<file path="src/rtl/deconv2d_host_ctrl.sv">
// Host-side sequencer for one deconv2D engine: loads kernel and pixels into the
// engine in protocol order, then streams the engine's result memory over valid/ready.
module deconv2d_host_ctrl #(
  parameter int N          = 2,
  parameter int K          = 3,
  parameter int pixel_bits = 8
) (
  input  logic                            clk,
  input  logic                            rst,
  input  logic                            start,
  input  logic [$clog2(K)-1:0]            cfg_stride,
  input  logic [$clog2(K)-1:0]            cfg_kernel_width,
  input  logic                            ld_we,
  input  logic                            ld_sel,
  input  logic [$clog2(N*N*K*K)-1:0]      ld_addr,
  input  logic [pixel_bits-1:0]           ld_data,
  output logic                            dc_enable,
  output logic                            dc_strobe_kernel,
  output logic                            dc_strobe_pixel,
  output logic [pixel_bits-1:0]           dc_kernel_weight,
  output logic [pixel_bits-1:0]           dc_pixel,
  output logic [$clog2(N*N)-1:0]          dc_pixel_number,
  output logic [$clog2(K)-1:0]            dc_stride,
  output logic [$clog2(K)-1:0]            dc_kernel_width,
  output logic [$clog2(N*K*N*K)-1:0]      dc_result_address,
  input  logic [pixel_bits*4-1:0]         dc_final_output,
  input  logic                            dc_ready,
  input  logic                            dc_done,
  output logic                            out_valid,
  input  logic                            out_ready,
  output logic [pixel_bits*4-1:0]         out_data,
  output logic [$clog2(N*K*N*K)-1:0]      out_index,
  output logic                            busy,
  output logic                            finish,
  output logic                            cfg_err
);

  localparam int SW  = $clog2(K);
  localparam int SW1 = SW + 1;
  localparam int AW  = $clog2(N*N*K*K);
  localparam int PW  = $clog2(N*N);
  localparam int RW  = $clog2(N*K*N*K);
  localparam int KIW = $clog2(K*K);
  localparam int KCW = $clog2(K*K+1);
  localparam logic [AW-1:0]  KMEM_DEPTH = AW'(K*K);
  localparam logic [AW-1:0]  PMEM_DEPTH = AW'(N*N);
  localparam logic [SW1-1:0] KW_MAX     = SW1'(K);
  localparam logic [PW-1:0]  P_LAST     = PW'(N*N-1);
  localparam logic [RW-1:0]  R_LAST     = RW'(N*K*N*K-1);

  typedef enum logic [3:0] {
    S_IDLE, S_LAUNCH, S_WAIT_KRDY, S_KERNEL, S_GAP, S_WAIT_PRDY,
    S_PIXEL, S_ACK, S_WAIT_NEXT, S_READ, S_FINISH
  } state_t;

  state_t                state_r, state_nx_s;
  logic [KCW-1:0]        k_r, k_nx_s, kk_last_s;
  logic [PW-1:0]         p_r, p_nx_s;
  logic [RW-1:0]         r_r, r_nx_s;
  logic [SW-1:0]         stride_r, kw_r;
  logic                  cfg_err_r, cfg_err_nx_s, latch_s;
  logic                  enable_r, strobe_k_r, strobe_p_r, valid_r, busy_r, finish_r;
  logic [pixel_bits-1:0] weight_r, pixel_r;
  logic [pixel_bits-1:0] kmem_r [K*K];
  logic [pixel_bits-1:0] pmem_r [N*N];

  function automatic logic pixel_phase(input state_t s);
    return (s == S_WAIT_PRDY) || (s == S_PIXEL) || (s == S_ACK) || (s == S_WAIT_NEXT);
  endfunction

  assign kk_last_s = KCW'(kw_r) * KCW'(kw_r) - KCW'(1);

  // Next-state, counter and error decisions.
  always_comb begin
    state_nx_s   = state_r;
    k_nx_s       = k_r;
    p_nx_s       = p_r;
    r_nx_s       = r_r;
    cfg_err_nx_s = cfg_err_r;
    latch_s      = 1'b0;
    case (state_r)
      S_IDLE: begin
        if (start) begin
          if ((cfg_kernel_width == {SW{1'b0}}) || ({1'b0, cfg_kernel_width} > KW_MAX)) begin
            cfg_err_nx_s = 1'b1;
          end else begin
            latch_s      = 1'b1;
            cfg_err_nx_s = 1'b0;
            k_nx_s       = {KCW{1'b0}};
            p_nx_s       = {PW{1'b0}};
            r_nx_s       = {RW{1'b0}};
            state_nx_s   = S_LAUNCH;
          end
        end else begin
          state_nx_s = S_IDLE;
        end
      end
      S_LAUNCH:    state_nx_s = S_WAIT_KRDY;
      S_WAIT_KRDY: state_nx_s = dc_ready ? S_KERNEL : S_WAIT_KRDY;
      S_KERNEL: begin
        if (k_r == kk_last_s) begin
          state_nx_s = S_GAP;
        end else begin
          k_nx_s = k_r + KCW'(1);
        end
      end
      S_GAP:       state_nx_s = S_WAIT_PRDY;
      S_WAIT_PRDY: state_nx_s = dc_ready ? S_PIXEL : S_WAIT_PRDY;
      S_PIXEL:     state_nx_s = S_ACK;
      // The engine's ready falls one cycle late, so ACK never looks at it.
      S_ACK:       state_nx_s = S_WAIT_NEXT;
      S_WAIT_NEXT: begin
        if (p_r == P_LAST) begin
          state_nx_s = dc_done ? S_READ : S_WAIT_NEXT;
        end else if (dc_done) begin
          cfg_err_nx_s = 1'b1;
          state_nx_s   = S_IDLE;
        end else if (dc_ready) begin
          p_nx_s     = p_r + PW'(1);
          state_nx_s = S_WAIT_PRDY;
        end else begin
          state_nx_s = S_WAIT_NEXT;
        end
      end
      S_READ: begin
        if (out_ready) begin
          if (r_r == R_LAST) begin
            state_nx_s = S_FINISH;
          end else begin
            r_nx_s = r_r + RW'(1);
          end
        end else begin
          state_nx_s = S_READ;
        end
      end
      S_FINISH:    state_nx_s = S_IDLE;
      default:     state_nx_s = S_IDLE;
    endcase
  end

  // State, counters, config and all registered outputs (decoded from next state).
  always_ff @(posedge clk or negedge rst) begin
    if (!rst) begin
      state_r    <= S_IDLE;
      k_r        <= {KCW{1'b0}};
      p_r        <= {PW{1'b0}};
      r_r        <= {RW{1'b0}};
      stride_r   <= {SW{1'b0}};
      kw_r       <= {SW{1'b0}};
      cfg_err_r  <= 1'b0;
      enable_r   <= 1'b0;
      strobe_k_r <= 1'b0;
      strobe_p_r <= 1'b0;
      valid_r    <= 1'b0;
      busy_r     <= 1'b0;
      finish_r   <= 1'b0;
      weight_r   <= {pixel_bits{1'b0}};
      pixel_r    <= {pixel_bits{1'b0}};
    end else begin
      state_r    <= state_nx_s;
      k_r        <= k_nx_s;
      p_r        <= p_nx_s;
      r_r        <= r_nx_s;
      cfg_err_r  <= cfg_err_nx_s;
      if (latch_s) begin
        stride_r <= cfg_stride;
        kw_r     <= cfg_kernel_width;
      end
      enable_r   <= (state_nx_s == S_LAUNCH);
      strobe_k_r <= (state_nx_s == S_KERNEL);
      strobe_p_r <= (state_nx_s == S_PIXEL);
      valid_r    <= (state_nx_s == S_READ);
      busy_r     <= (state_nx_s != S_IDLE);
      finish_r   <= (state_nx_s == S_FINISH);
      weight_r   <= (state_nx_s == S_KERNEL) ? kmem_r[KIW'(k_nx_s)] : {pixel_bits{1'b0}};
      pixel_r    <= pixel_phase(state_nx_s) ? pmem_r[p_nx_s] : {pixel_bits{1'b0}};
    end
  end

  // Loader writes land only while idle; the memories are never cleared.
  always_ff @(posedge clk) begin
    if ((state_r == S_IDLE) && ld_we) begin
      if (!ld_sel && (ld_addr < KMEM_DEPTH)) begin
        kmem_r[KIW'(ld_addr)] <= ld_data;
      end else if (ld_sel && (ld_addr < PMEM_DEPTH)) begin
        pmem_r[PW'(ld_addr)] <= ld_data;
      end
    end
  end

  assign dc_enable         = enable_r;
  assign dc_strobe_kernel  = strobe_k_r;
  assign dc_strobe_pixel   = strobe_p_r;
  assign dc_kernel_weight  = weight_r;
  assign dc_pixel          = pixel_r;
  assign dc_pixel_number   = p_r;
  assign dc_stride         = stride_r;
  assign dc_kernel_width   = kw_r;
  assign dc_result_address = r_r;
  assign out_valid         = valid_r;
  assign out_data          = dc_final_output;
  assign out_index         = r_r;
  assign busy              = busy_r;
  assign finish            = finish_r;
  assign cfg_err           = cfg_err_r;

endmodule

</file>
<file path="config.mk">
export PLATFORM = sky130hd
export DESIGN_NAME = deconv2d_host_ctrl
export DESIGN_NICKNAME = d
export VERILOG_FILES = /design/src/rtl/deconv2d_host_ctrl.sv
export SDC_FILE = /design/constraint.sdc
export NUM_CORES = 1
export LEC_CHECK = 0
export ABC_AREA = 1
export BUFFER_PORTS_ARGS = -buffer_cell sky130_fd_sc_hd__buf_2
export CAP_MARGIN = 20
export CORE_MARGIN = 4
export CORE_UTILIZATION = 50
export CTS_CLUSTER_SIZE = 8
export DETAILED_ROUTE_END_ITERATION = 7
export GPL_TIMING_DRIVEN = 0
export PLACE_DENSITY = 0.76
export SLEW_MARGIN = 40
export SYNTH_ARGS = -nofsm -noshare
export SYNTH_HDL_FRONTEND = slang
export SYNTH_SLANG_ARGS = --single-unit
</file>
<file path="constraint.sdc">
create_clock -name clk -period 2.4 [get_ports clk]
set_input_delay 0.12 -clock clk [delete_from_list [all_inputs] [get_ports clk]]
set_output_delay 0.12 -clock clk [all_outputs]
set_load 0.02 [all_outputs]
</file>
==> results.toml <==
[flow_run]
drv_cap = 0

[sta]
hold_violations = 0
finClkSkew_ns = 0.00487
maxSlewViolCount = 0
tightestPinTransition_ns = 0.750
setup_viol = 0
relSlewSlack_pct = 50.0
fmax_ghz = 0.440
finalCritPeriodShare_pct = 94.8
setup_tns_ns = 0
min_period_ns = 2.27

[clock_tree]
clk_pin_slew_ns = 0.06
worstSkewPairLatency_ns = 0.42
cts_tree = "done"
numCtsBuffers = 17
h-tree-depth = 4
clk_path_buf_depth = 2
cts-root-buf = "clkbuf_16"
cts.sinks = 147

[yosys]
synth_cell_type_count = 39
yosysTopAreaCell = "edfxtp_1"
synthAdderAreaFrac_pct = 0.769
syn_nets = 655
synth_cells = 593
synth_area_per_cell_um2 = 11.0
synth-xor-area-share_pct = 0.135
seq_area_frac_synth_pct = 64.5
synth_area_leaders = "edfxtp_1, dfrtp_1, nand3_1"
synth_area_um2 = 6510
ys_ff_latch = 147
synth_compound_area_share_pct = 5.34
synth_flop_cell = "edfxtp_1"
synth_top_area_share_pct = 48.0
yosysWarnings = 0
yosys.area_share.simple_pct = 19.6
synth-async-reset-ratio_pct = 29.3
muxShareOfSynthArea_pct = 0
synth-edff-count = 104
synth_top_family_by_area = "simple AND/OR/NAND/NOR gates"

[worst_setup_path]
critical_path_class = "flop to flop"
endpoint_kind = "flop"
crit_arrival_ns = 2.35
crit_required_ns = 2.48
worst-r2r-cell-count = 7
r2r_slack_ns = 0.13
r2r-start = "state_r[0]"
start_kind = "flop"
endpoint = "pmem_r[2][5]"
r2r_end = "pmem_r[2][5]"
crit_start = "state_r[0]"
cp_max_fo = 8

[detailed_routing]
drt_iter0_markers = 373
avgViaCountPerCell = 5.33
drt-met1-wl_um = 5740
met3_length_um = 1480
ant_nets = 0
wl_met2_um = 7490
drt_first_pass_iters = 5
top_layer_used = "met4"
drc_errors = 0
vias = 4886
drt_wl_total_um = 15100
wl_per_cell_um = 16.5

[global_route]
antenna_found_initial = 0
grt_use_total_pct = 20.0
grt_max_degree = 44
grt_pass1_vias = 4570
grt_pass1_wl_um = 22200
gr-total-overflow = 0

[floorplan]
start_util_pct = 51.4
fp.coreArea_um2 = 12700
die_x_um = 122
dieHeight_um = 122
dieArea_um2 = 14900
io_pins = 131
fp-row-count = 41

[place]
portBuffers = 98
dp.final_hpwl_um = 10200
place.gp.congestion = 0.883

[power_and_ir_drop]
vdd_drop_max_mv = 0.603
power.total_mw = 8.54
p_per_area_nw_per_um2 = 1050
power_leakage_nw = 3.59

[finish]
diodes = 0
area_delta_synth_final_pct = 24.9
layout_common_cells = "edfxtp_1, buf_2, nand3_1"
layout-drive-gt1-share_pct = 33.9
fin_nets = 794
final_common_cell = "edfxtp_1"
n_fill_cell = 927

[outcome]
status = "finished, final reports clean"

[worst_hold_path]
hold_path_depth = 1
worst_hold_path_type = "primary input to flop"
[sequential cells by signal, summed over array words and instances (netlist names), 2 cells and up]
signal and flops:
dc_pixel_number 2, dc_pixel 8, dc_kernel_weight 8, dc_kernel_width 2, k_r 4, state_r 4, dc_result_address 6, kmem_r 72
pmem_r 32, dc_stride 2
[cell families (layout without fill, tap and decap cells)]
family,count (synthesis),after routing
simple gates,271,271
flops,147,147
buf+inv,110,261
compound gates,60,60
fa+ha+maj,4,4
xor+xnor,1,1
[power breakdown]
group	total, mW	switching (mW)	leakage, nW	internal (mW)
combinational	3.05	2.01	1.82	1.04
clock	2.46	0.962	0.264	1.50
sequential	3.03	0.116	1.51	2.92
total	8.54	3.09	3.59	5.45
[timing repair]
action                                  in CTS  in global routing
resized for setup                           21                 12
buffers inserted                             2                 14
hold buffers                                 7                  0
pin swaps                                    2                  8
endpoints found under the setup margin     107                 83
endpoints found under the hold margin       49                  0
[layer usage]
layer  global-route usage, %  vias up
met3                    6.41       32
met5                       0        -
li1                        -     2280
met1                    22.9     2319
met4                    8.61        0
met2                    34.6      255
[worst min-delay path by stage]
| stage | start | to | slack, ns |
|---|---|---|---|
| 2_1_floorplan | rst | busy | -0.18 |
| 5_1_grt | ld_data[6] | kmem_r[4][6] | 0.07 |
| 3_3_place_gp | rst | dc_pixel[6] | 0.30 |
| 4_1_cts | dc_done | cfg_err | 0.07 |
| 3_5_place_dp | rst | dc_pixel[3] | 0.14 |
| 6_report | ld_data[6] | pmem_r[1][6] | 0.08 |
[metrics by stage]
stage | utilization, % | setup slack [ns] | hold WS, ns | cells | cell area, µm²
floorplan | - | 0.211 | -0.176 | 593 | 6520
global placement | 57.0 | -0.787 | 0.300 | 863 | 7220
global route | 64.2 | -0.0143 | 0.0677 | 916 | 8130
CTS | 62.8 | -0.0904 | 0.0696 | 903 | 7960
finish | 64.2 | 0.126 | 0.0799 | 916 | 8130
detailed placement | 57.1 | -0.440 | 0.138 | 863 | 7240
[worst max-delay path, stage by stage, from the launching register on]
cell     delay (ns)
dfrtp_1        0.44
nor2_2         0.21
nand2_1        0.19
nor4b_4        0.28
buf_4          0.19
nand4_1        0.10
buf_4          0.17
nor2_2         0.34
[Yosys cell counts (2+ instances only)]
cell,count
dfrtp_1,43
or2_1,3
a21oi_1,26
nor2_1,50
inv_1,45
nand2_2,8
ha_1,4
edfxtp_1,104
nand3_2,2
nor3_1,5
nand3_1,95
nor2_4,2
o21ai_0,17
buf_6,7
inv_2,10
o211ai_1,8
nor2_2,3
nand2_1,82
o21ai_1,3
nand2_4,2
or2_2,7
buf_2,3
buf_4,42
nand4_1,7
[cell type report]
| cell class | count | area (µm²) | area share, % |
|---|---|---|---|
| flip-flops and latches | 147 | 4200 | 51.7 |
| multi-input cells | 336 | 1830 | 22.5 |
| repair buffers | 121 | 708 | 8.71 |
| clock buffers | 18 | 429 | 5.28 |
| plain buffers | 52 | 405 | 4.99 |
| inverters | 57 | 220 | 2.71 |
| well taps | 172 | 215 | 2.65 |
| clock inverters | 13 | 119 | 1.46 |
Note: power is estimated with default switching activity, not from simulation.
